[src/rtl/bcd3_sevenseg_scan.sv]
// Three-digit multiplexed seven-segment driver for a BCD 000-999 counter.
// Takes one snapshot per frame so the shown digits never tear mid-frame.
module bcd3_sevenseg_scan #(
  parameter int SCAN_DIV   = 16,
  parameter int SEG_ACT_LO = 1,
  parameter int AN_ACT_LO  = 1,
  parameter int BLANK_LZ   = 1
) (
  input  logic       clk,
  input  logic       rst,
  input  logic [3:0] hun,
  input  logic [3:0] ten,
  input  logic [3:0] unit,
  output logic [6:0] seg,
  output logic [2:0] an,
  output logic       frame_start,
  output logic       err
);

  localparam int            CW      = (SCAN_DIV > 1) ? $clog2(SCAN_DIV) : 1;
  localparam logic [CW-1:0] DIV_MAX = CW'(SCAN_DIV - 1);
  localparam logic [6:0]    SEG_POL = (SEG_ACT_LO != 0) ? 7'h7F : 7'h00;
  localparam logic [2:0]    AN_POL  = (AN_ACT_LO != 0) ? 3'b111 : 3'b000;
  localparam logic          BLZ     = (BLANK_LZ != 0) ? 1'b1 : 1'b0;

  typedef enum logic [1:0] {
    S_UNIT = 2'd0,
    S_TEN  = 2'd1,
    S_HUN  = 2'd2
  } state_t;

  // Active-high segment pattern {g,f,e,d,c,b,a}; any non-BCD code shows 'E'.
  function automatic logic [6:0] bcd_to_seg(input logic [3:0] d);
    logic [6:0] s;
    case (d)
      4'd0:    s = 7'h3F;
      4'd1:    s = 7'h06;
      4'd2:    s = 7'h5B;
      4'd3:    s = 7'h4F;
      4'd4:    s = 7'h66;
      4'd5:    s = 7'h6D;
      4'd6:    s = 7'h7D;
      4'd7:    s = 7'h07;
      4'd8:    s = 7'h7F;
      4'd9:    s = 7'h6F;
      default: s = 7'h79;
    endcase
    return s;
  endfunction

  logic [CW-1:0] div_cnt_r;
  logic          tick_s;
  state_t        state_r;
  state_t        state_nxt_s;
  logic          snap_edge_s;
  logic [3:0]    snap_hun_r;
  logic [3:0]    snap_ten_r;
  logic [3:0]    snap_unit_r;
  logic [3:0]    snap_hun_nxt_s;
  logic [3:0]    snap_ten_nxt_s;
  logic [3:0]    snap_unit_nxt_s;
  logic          err_nxt_s;
  logic [3:0]    digit_s;
  logic [2:0]    an_sel_s;
  logic          blank_s;
  logic [6:0]    seg_nxt_s;
  logic [2:0]    an_nxt_s;
  logic [6:0]    seg_r;
  logic [2:0]    an_r;
  logic          frame_start_r;
  logic          err_r;

  assign tick_s = (div_cnt_r == DIV_MAX);

  // Per-digit dwell prescaler.
  always_ff @(posedge clk or posedge rst) begin
    if (rst) begin
      div_cnt_r <= '0;
    end else if (tick_s) begin
      div_cnt_r <= '0;
    end else begin
      div_cnt_r <= div_cnt_r + CW'(1);
    end
  end

  // Scan order and snapshot capture at the end of the hundreds slot.
  always_comb begin
    state_nxt_s     = state_r;
    snap_hun_nxt_s  = snap_hun_r;
    snap_ten_nxt_s  = snap_ten_r;
    snap_unit_nxt_s = snap_unit_r;
    err_nxt_s       = err_r;
    snap_edge_s     = 1'b0;
    if (tick_s) begin
      case (state_r)
        S_UNIT:  state_nxt_s = S_TEN;
        S_TEN:   state_nxt_s = S_HUN;
        S_HUN:   state_nxt_s = S_UNIT;
        default: state_nxt_s = S_UNIT;
      endcase
      snap_edge_s = (state_r == S_HUN);
    end else begin
      state_nxt_s = state_r;
    end
    if (snap_edge_s) begin
      snap_hun_nxt_s  = hun;
      snap_ten_nxt_s  = ten;
      snap_unit_nxt_s = unit;
      err_nxt_s       = (hun > 4'd9) || (ten > 4'd9) || (unit > 4'd9);
    end else begin
      err_nxt_s = err_r;
    end
  end

  // Display for the slot being entered, built from the snapshot it will see.
  always_comb begin
    digit_s  = snap_unit_nxt_s;
    an_sel_s = 3'b001;
    blank_s  = 1'b0;
    case (state_nxt_s)
      S_UNIT: begin
        digit_s  = snap_unit_nxt_s;
        an_sel_s = 3'b001;
        blank_s  = 1'b0;
      end
      S_TEN: begin
        digit_s  = snap_ten_nxt_s;
        an_sel_s = 3'b010;
        blank_s  = BLZ && (snap_hun_nxt_s == 4'd0) && (snap_ten_nxt_s == 4'd0);
      end
      S_HUN: begin
        digit_s  = snap_hun_nxt_s;
        an_sel_s = 3'b100;
        blank_s  = BLZ && (snap_hun_nxt_s == 4'd0);
      end
      default: begin
        digit_s  = snap_unit_nxt_s;
        an_sel_s = 3'b001;
        blank_s  = 1'b0;
      end
    endcase
    if (blank_s) begin
      seg_nxt_s = SEG_POL;
      an_nxt_s  = AN_POL;
    end else begin
      seg_nxt_s = bcd_to_seg(digit_s) ^ SEG_POL;
      an_nxt_s  = an_sel_s ^ AN_POL;
    end
  end

  // State, snapshot and registered board outputs.
  always_ff @(posedge clk or posedge rst) begin
    if (rst) begin
      state_r       <= S_UNIT;
      snap_hun_r    <= 4'd0;
      snap_ten_r    <= 4'd0;
      snap_unit_r   <= 4'd0;
      err_r         <= 1'b0;
      frame_start_r <= 1'b0;
      seg_r         <= 7'h3F ^ SEG_POL;
      an_r          <= 3'b001 ^ AN_POL;
    end else begin
      state_r       <= state_nxt_s;
      snap_hun_r    <= snap_hun_nxt_s;
      snap_ten_r    <= snap_ten_nxt_s;
      snap_unit_r   <= snap_unit_nxt_s;
      err_r         <= err_nxt_s;
      frame_start_r <= snap_edge_s;
      seg_r         <= seg_nxt_s;
      an_r          <= an_nxt_s;
    end
  end

  assign seg         = seg_r;
  assign an          = an_r;
  assign frame_start = frame_start_r;
  assign err         = err_r;

endmodule

[config.mk]
export PLATFORM = sky130hd
export DESIGN_NAME = bcd3_sevenseg_scan
export DESIGN_NICKNAME = d
export VERILOG_FILES = /design/src/rtl/bcd3_sevenseg_scan.sv
export SDC_FILE = /design/constraint.sdc
export NUM_CORES = 1
export LEC_CHECK = 0
export ABC_AREA = 0
export CORE_MARGIN = 1.5
export CORE_UTILIZATION = 47
export CTS_CLUSTER_DIAMETER = 50
export DETAILED_ROUTE_END_ITERATION = 10
export PLACE_DENSITY_LB_ADDON = 0.3
export SYNTH_ARGS = -nofsm -noshare
export SYNTH_HDL_FRONTEND = slang
export SYNTH_SLANG_ARGS = --single-unit
[constraint.sdc]
create_clock -name clk -period 3.21 [get_ports clk]
set_clock_uncertainty 0.15 [all_clocks]
set_input_delay 0.642 -clock clk [delete_from_list [all_inputs] [get_ports clk]]
set_output_delay 0.642 -clock clk [all_outputs]
set_load 0.1 [all_outputs]
; ---- Word-level counts from Yosys, hierarchy flattened
; Memories as Yosys holds them, arrays and structs flattened.
; Index checks and enable logic that the tools add are counted.
[word_totals]
wordCells = 40
n_memories = 1
input_bits = 14
register_bits = 30
rom_bits = 112
[mem_list]
columns = name, words, word_bits, read_ports, rd_ports_with_merged_regs, wr, line
row1 = (no name shown), 16, 7, 1, 0, 0, 35  ; case (d)
[op_classes]
bitwise_logic = 2
addsub = 1
n_reduce_logical = 6
n_lt_le_gt_ge = 3
muxes = 13
n_eq_ne = 5
[op_table]
columns = cell, count
row1 = $mux 4, 4
row2 = $mux 7, 2
row3 = $gt 4x4->1 const B, 3
row4 = $logic_not 4->1, 2
row5 = $pmux 4 s2, 1
row6 = $not 7->7, 1
row7 = $pmux 3 s2, 1
row8 = $add 4x1->4 const B, 1
row9 = $eq 2x1->1 const B, 2
row10 = $eq 2x2->1 const B, 2
row11 = $eq 4x4->1 const B, 1
row12 = $pmux 2 s2, 1
row13 = $mux 3, 1
row14 = $not 3->3, 1
row15 = $logic_not 2->1, 1
row16 = $logic_or 1x1->1, 2
row17 = $mux 2, 1
row18 = $pmux 1 s2, 1
row19 = $logic_and 1x1->1, 1
row20 = $mux 1, 1

; ---- Logic depth before layout (Yosys ltp)
[logic_depth]
word_depth = 9
ltp_mapped = 16

; ---- Worst setup path before layout
; No wires, ideal clock.
[synth_timing]
path_type = flip-flop to flip-flop
start = register div_cnt_r[0]
end = register seg_r[3] (netlist: seg[3])
n_path_buf = 2
path_slack_ns = -0.166
stages_incl_launch_ff = 13
arrival_ns = 3.143
path_cell_list = dfrtp_1 ha_1 nand3_4 clkbuf_1 nor3_1 a21o_2 ha_1 clkbuf_1 nor2b_1 a221oi_1 ha_1 mux2_2 o21ai_0
[synth_via]
elab_chain_len = 8
elab_cells_between_ends = 17
classes_between = 3 x eq/ne / 9 x mux / 1 x bitwise / 3 x reduce/logical / 1 x memory
[synth_lines]
columns = item, line
row1 = start: declaration, 51  ; logic [CW-1:0] div_cnt_r;
row2 = start signal: assignment, 82  ; div_cnt_r <= div_cnt_r + CW'(1);
row3 = $eq 4x4->1 (*), 73  ; assign tick_s = (div_cnt_r == DIV_MAX);
row4 = $mux 2 (*), 94  ; if (tick_s) begin
row5 = via state_nxt_s[0], 54  ; state_t state_nxt_s;
row6 = $eq 2x2->1 / $eq 2x1->1 (equally long branches), 120  ; case (state_nxt_s)
row7 = $pmux 4 s2, 120
row8 = $mem_v2 16x7, --
row9 = $mux 7, 142  ; if (blank_s) begin
row10 = $not 7->7 (no source line), --
row11 = $mux 7 (*), 142
row12 = via seg_nxt_s[3], 66  ; logic [6:0] seg_nxt_s;
row13 = end signal: assignment, 160  ; seg_r <= 7'h3F ^ SEG_POL;
row14 = end signal: assignment, 169  ; seg_r <= seg_nxt_s;
row15 = end: declaration, 68  ; logic [6:0] seg_r;
; The timed path passes the listed nets; every way through them passes the cells marked *. The select of a mux whose other input is x is not followed.
; A chain may end at the register's enable or synchronous reset.

; ---- Worst setup path after layout
[layout_timing]
start = register div_cnt_r[0]
end = register seg_r[4] (netlist: seg[4])
; Same word-level chain as after synthesis.

==> flow_metrics.env <==
export IMPL_hold_worst_slack_ns=0.351
export IMPL_hold_viol=0
export IMPL_cp_end_kind="flip-flop"
export IMPL_antenna_found_initial=0
export IMPL_mappedNetlistArea_sq_um=1510
export IMPL_status="completed"
export IMPL_yosysSeqAreaShare=0.498
export IMPL_fin_nets=194
export IMPL_mostFrequentLayoutCell="dfrtp_1"
export IMPL_cts_inserted_buffers=5
export IMPL_synth_area_per_cell_sq_um=10.6
export IMPL_maxCapViolCount=0
export IMPL_max_slew_margin_rel=0.641
export IMPL_io_buffer_count=25
export IMPL_initialDrtViolationCount=33
export IMPL_vias=1124
export IMPL_layout_drive_gt1_share=0.231
export IMPL_drt_total_wl_microns=2960
export IMPL_hpwl_microns=2220
export IMPL_min_period_ns=3.00
export IMPL_die_y_microns=59.8
export IMPL_power_leakage_nw=0.836
export IMPL_crit_fanout=13
export IMPL_finalCritPeriodShare=0.934
export IMPL_dp_slack_ns=-0.0324
export IMPL_coreArea_sq_um=3050
export IMPL_dieArea_sq_um=3570
export IMPL_grt_pass1_vias=1083
export IMPL_viasPerCell=5.18
export IMPL_path_class="flip-flop to flip-flop"
export IMPL_synthesis_nets=165
export IMPL_worst_slew_pin_slew_ns=0.534
export IMPL_postSynthCellCount=143
export IMPL_grt_ovfl_total=0
export IMPL_routedWlPerCell_microns=13.6
export IMPL_cts_buffer_depth=2
export IMPL_clkLatencyLatePin_ns=0.33
export IMPL_finalSetupViolCount=0
export IMPL_final_cell_mix="dfrtp_1 (27), o21ai_0 (17), buf_4 (15), clkdlybuf4s50_1 (13), nand3_1 (12)"
export IMPL_remaining_drc_errors=0
export IMPL_grt_use_total=0.193
export IMPL_hold_class="flip-flop to flip-flop"
export IMPL_hold_buffers=0
export IMPL_synth_warnings=0
export IMPL_post_route_util=0.605
export IMPL_clkTransAtPathRegs_ns=0.10
export IMPL_cts_tree="built"
export IMPL_route_antenna_remaining_nets=0
export IMPL_start_util=0.496
export IMPL_required_ns=3.31
export IMPL_cts_sinks=30
export IMPL_n_fill_cell=276
export IMPL_drv_slew=0
export IMPL_antenna_cells=0
export IMPL_ys_types=40
export IMPL_cp_start_kind="flip-flop"
export IMPL_setup_tns_ns=0
export IMPL_grt_setup_unrepaired="false"
export IMPL_syn_to_final_growth_pct=21.9
export IMPL_grt_pass1_wl_microns=4980
export IMPL_cp_arrival_ns=3.09
export IMPL_first_pass_iters=4
export IMPL_grt_max_degree=31
export IMPL_fmax_mhz=334
export IMPL_rows=20
export IMPL_fp_dieW_microns=59.8
export IMPL_layout_setup_ws_ns=0.212
export IMPL_p_per_area_nw_per_um2=414
export IMPL_ys_seq_elements=30
export IMPL_h_tree_depth=2
export IMPL_num_io_pins=26
export IMPL_gp_congestion=0.862
export IMPL_cts_root_buf="clkbuf_4"
export IMPL_ir_worst_vdd_mv=0.245
-- final cells by class --
type	count	area, sq um	area share
clock buffers	7	55.1	0.0298
multi-input cells	96	692	0.375
clock inverters	1	5.00	0.00271
inverters	11	41.3	0.0224
well taps	44	55.1	0.0298
repair buffers	28	243	0.132
flip-flops and latches	30	754	0.409
-- path summary, 6_finish.rpt --
check / startpoint / end / slack, ns / cells past startpoint
max in group asynchronous: rst / an[1]$_DFF_PP1_ / 2.06 / 3
min: err$_DFFE_PP0P_ / err$_DFFE_PP0P_ / 0.35 / 1
max reg2reg: div_cnt_r[0]$_DFF_PP0_ / seg[4]$_DFF_PP0_ / 0.21 / 13
max: div_cnt_r[0]$_DFF_PP0_ / seg[4]$_DFF_PP0_ / 0.21 / 13
min in group asynchronous: rst / seg[2]$_DFF_PP0_ / 0.52 / 3
min reg2reg: err$_DFFE_PP0P_ / err$_DFFE_PP0P_ / 0.35 / 1
-- through the flow --
| step | total power [mW] | instance area, sq um | std cells |
|---|---|---|---|
| after global routing | 0.802 | 1850 | 217 |
| after global placement | 0.536 | 1770 | 208 |
| after CTS | 0.770 | 1840 | 217 |
| after floorplan | 0.498 | 1520 | 143 |
| after detailed placement | 0.539 | 1770 | 208 |
| final | 0.765 | 1850 | 217 |
-- worst max-delay path, cell delays in order (launching register included) --
cell	delay, ns
dfrtp_1	0.40
ha_2	0.26
nand3_4	0.16
nor3_1	0.19
a21o_2	0.15
inv_1	0.05
ha_1	0.23
a21boi_0	0.16
o31ai_2	0.24
buf_4	0.18
inv_1	0.06
ha_1	0.19
or3_1	0.39
o211ai_2	0.08
-- logic make-up (layout without fill, tap and decap cells) --
family          after synthesis  in the layout  share of synthesized area
compound gates               35             35                      0.153
xor+xnor                      1              1                    0.00579
mux                           9              9                     0.0694
flops                        30             30                      0.498
buf+inv                      17             47                     0.0529
fa+ha+maj                     8              8                     0.0661
simple gates                 43             43                      0.155
-- sequential cells by signal (all words and copies together), names as in the netlist, named ones only --
register / cells
snap_hun_r: 4
snap_unit_r: 3
frame_start: 1
state_r: 2
seg: 7
err: 1
snap_ten_r: 4
div_cnt_r: 4
an: 3
-- timing repair --
item                                    in CTS  in global routing
pin swaps                                    1                  0
endpoints found under the setup margin       2                  5
setup buffers                                1                  0
gates resized for setup                      0                  3
-- cells in the mapped netlist (all sizes together) --
library cell  number  area share
inv               11       0.027
o211ai             2       0.013
a221o              1      0.0066
nand4              2      0.0083
ha                 8       0.066
or2b               1      0.0050
nand2b             2      0.0083
dfstp              3       0.052
mux2               6       0.050
xor2               1      0.0058
nand2             11       0.027
and2b              1      0.0050
dfrtp             27        0.45
o31ai              2       0.022
clkbuf             3      0.0074
nor2               5       0.017
nor4               2      0.0083
a21oi              5       0.017
nor3               1      0.0033
nor2b              1      0.0041
mux2i              3       0.020
and3               2      0.0083
a21boi             3       0.015
or3                1      0.0041
o21ai             19       0.063
nand3             13       0.051
and2               1      0.0041
o21a               1      0.0050
buf                3       0.018
a21o               1      0.0058
a221oi             1      0.0058
-- power by group --
group	internal (mW)	total, mW	switching [mW]
clock	0.106	0.234	0.128
combinational	0.0438	0.134	0.0904
sequential	0.393	0.397	0.00392
-- layer usage --
layer / vias up / part of all wire / wire, microns / GRT usage
met4: 0 / 0.013 / 38 / 0.0603
met1: 540 / 0.46 / 1360 / 0.249
met2: 20 / 0.48 / 1430 / 0.301
met5: - / 0 / 0 / 0
li1: 558 / - / - / -
met3: 6 / 0.045 / 134 / 0.0736
No activity file was read; power rests on OpenSTA's default activity.
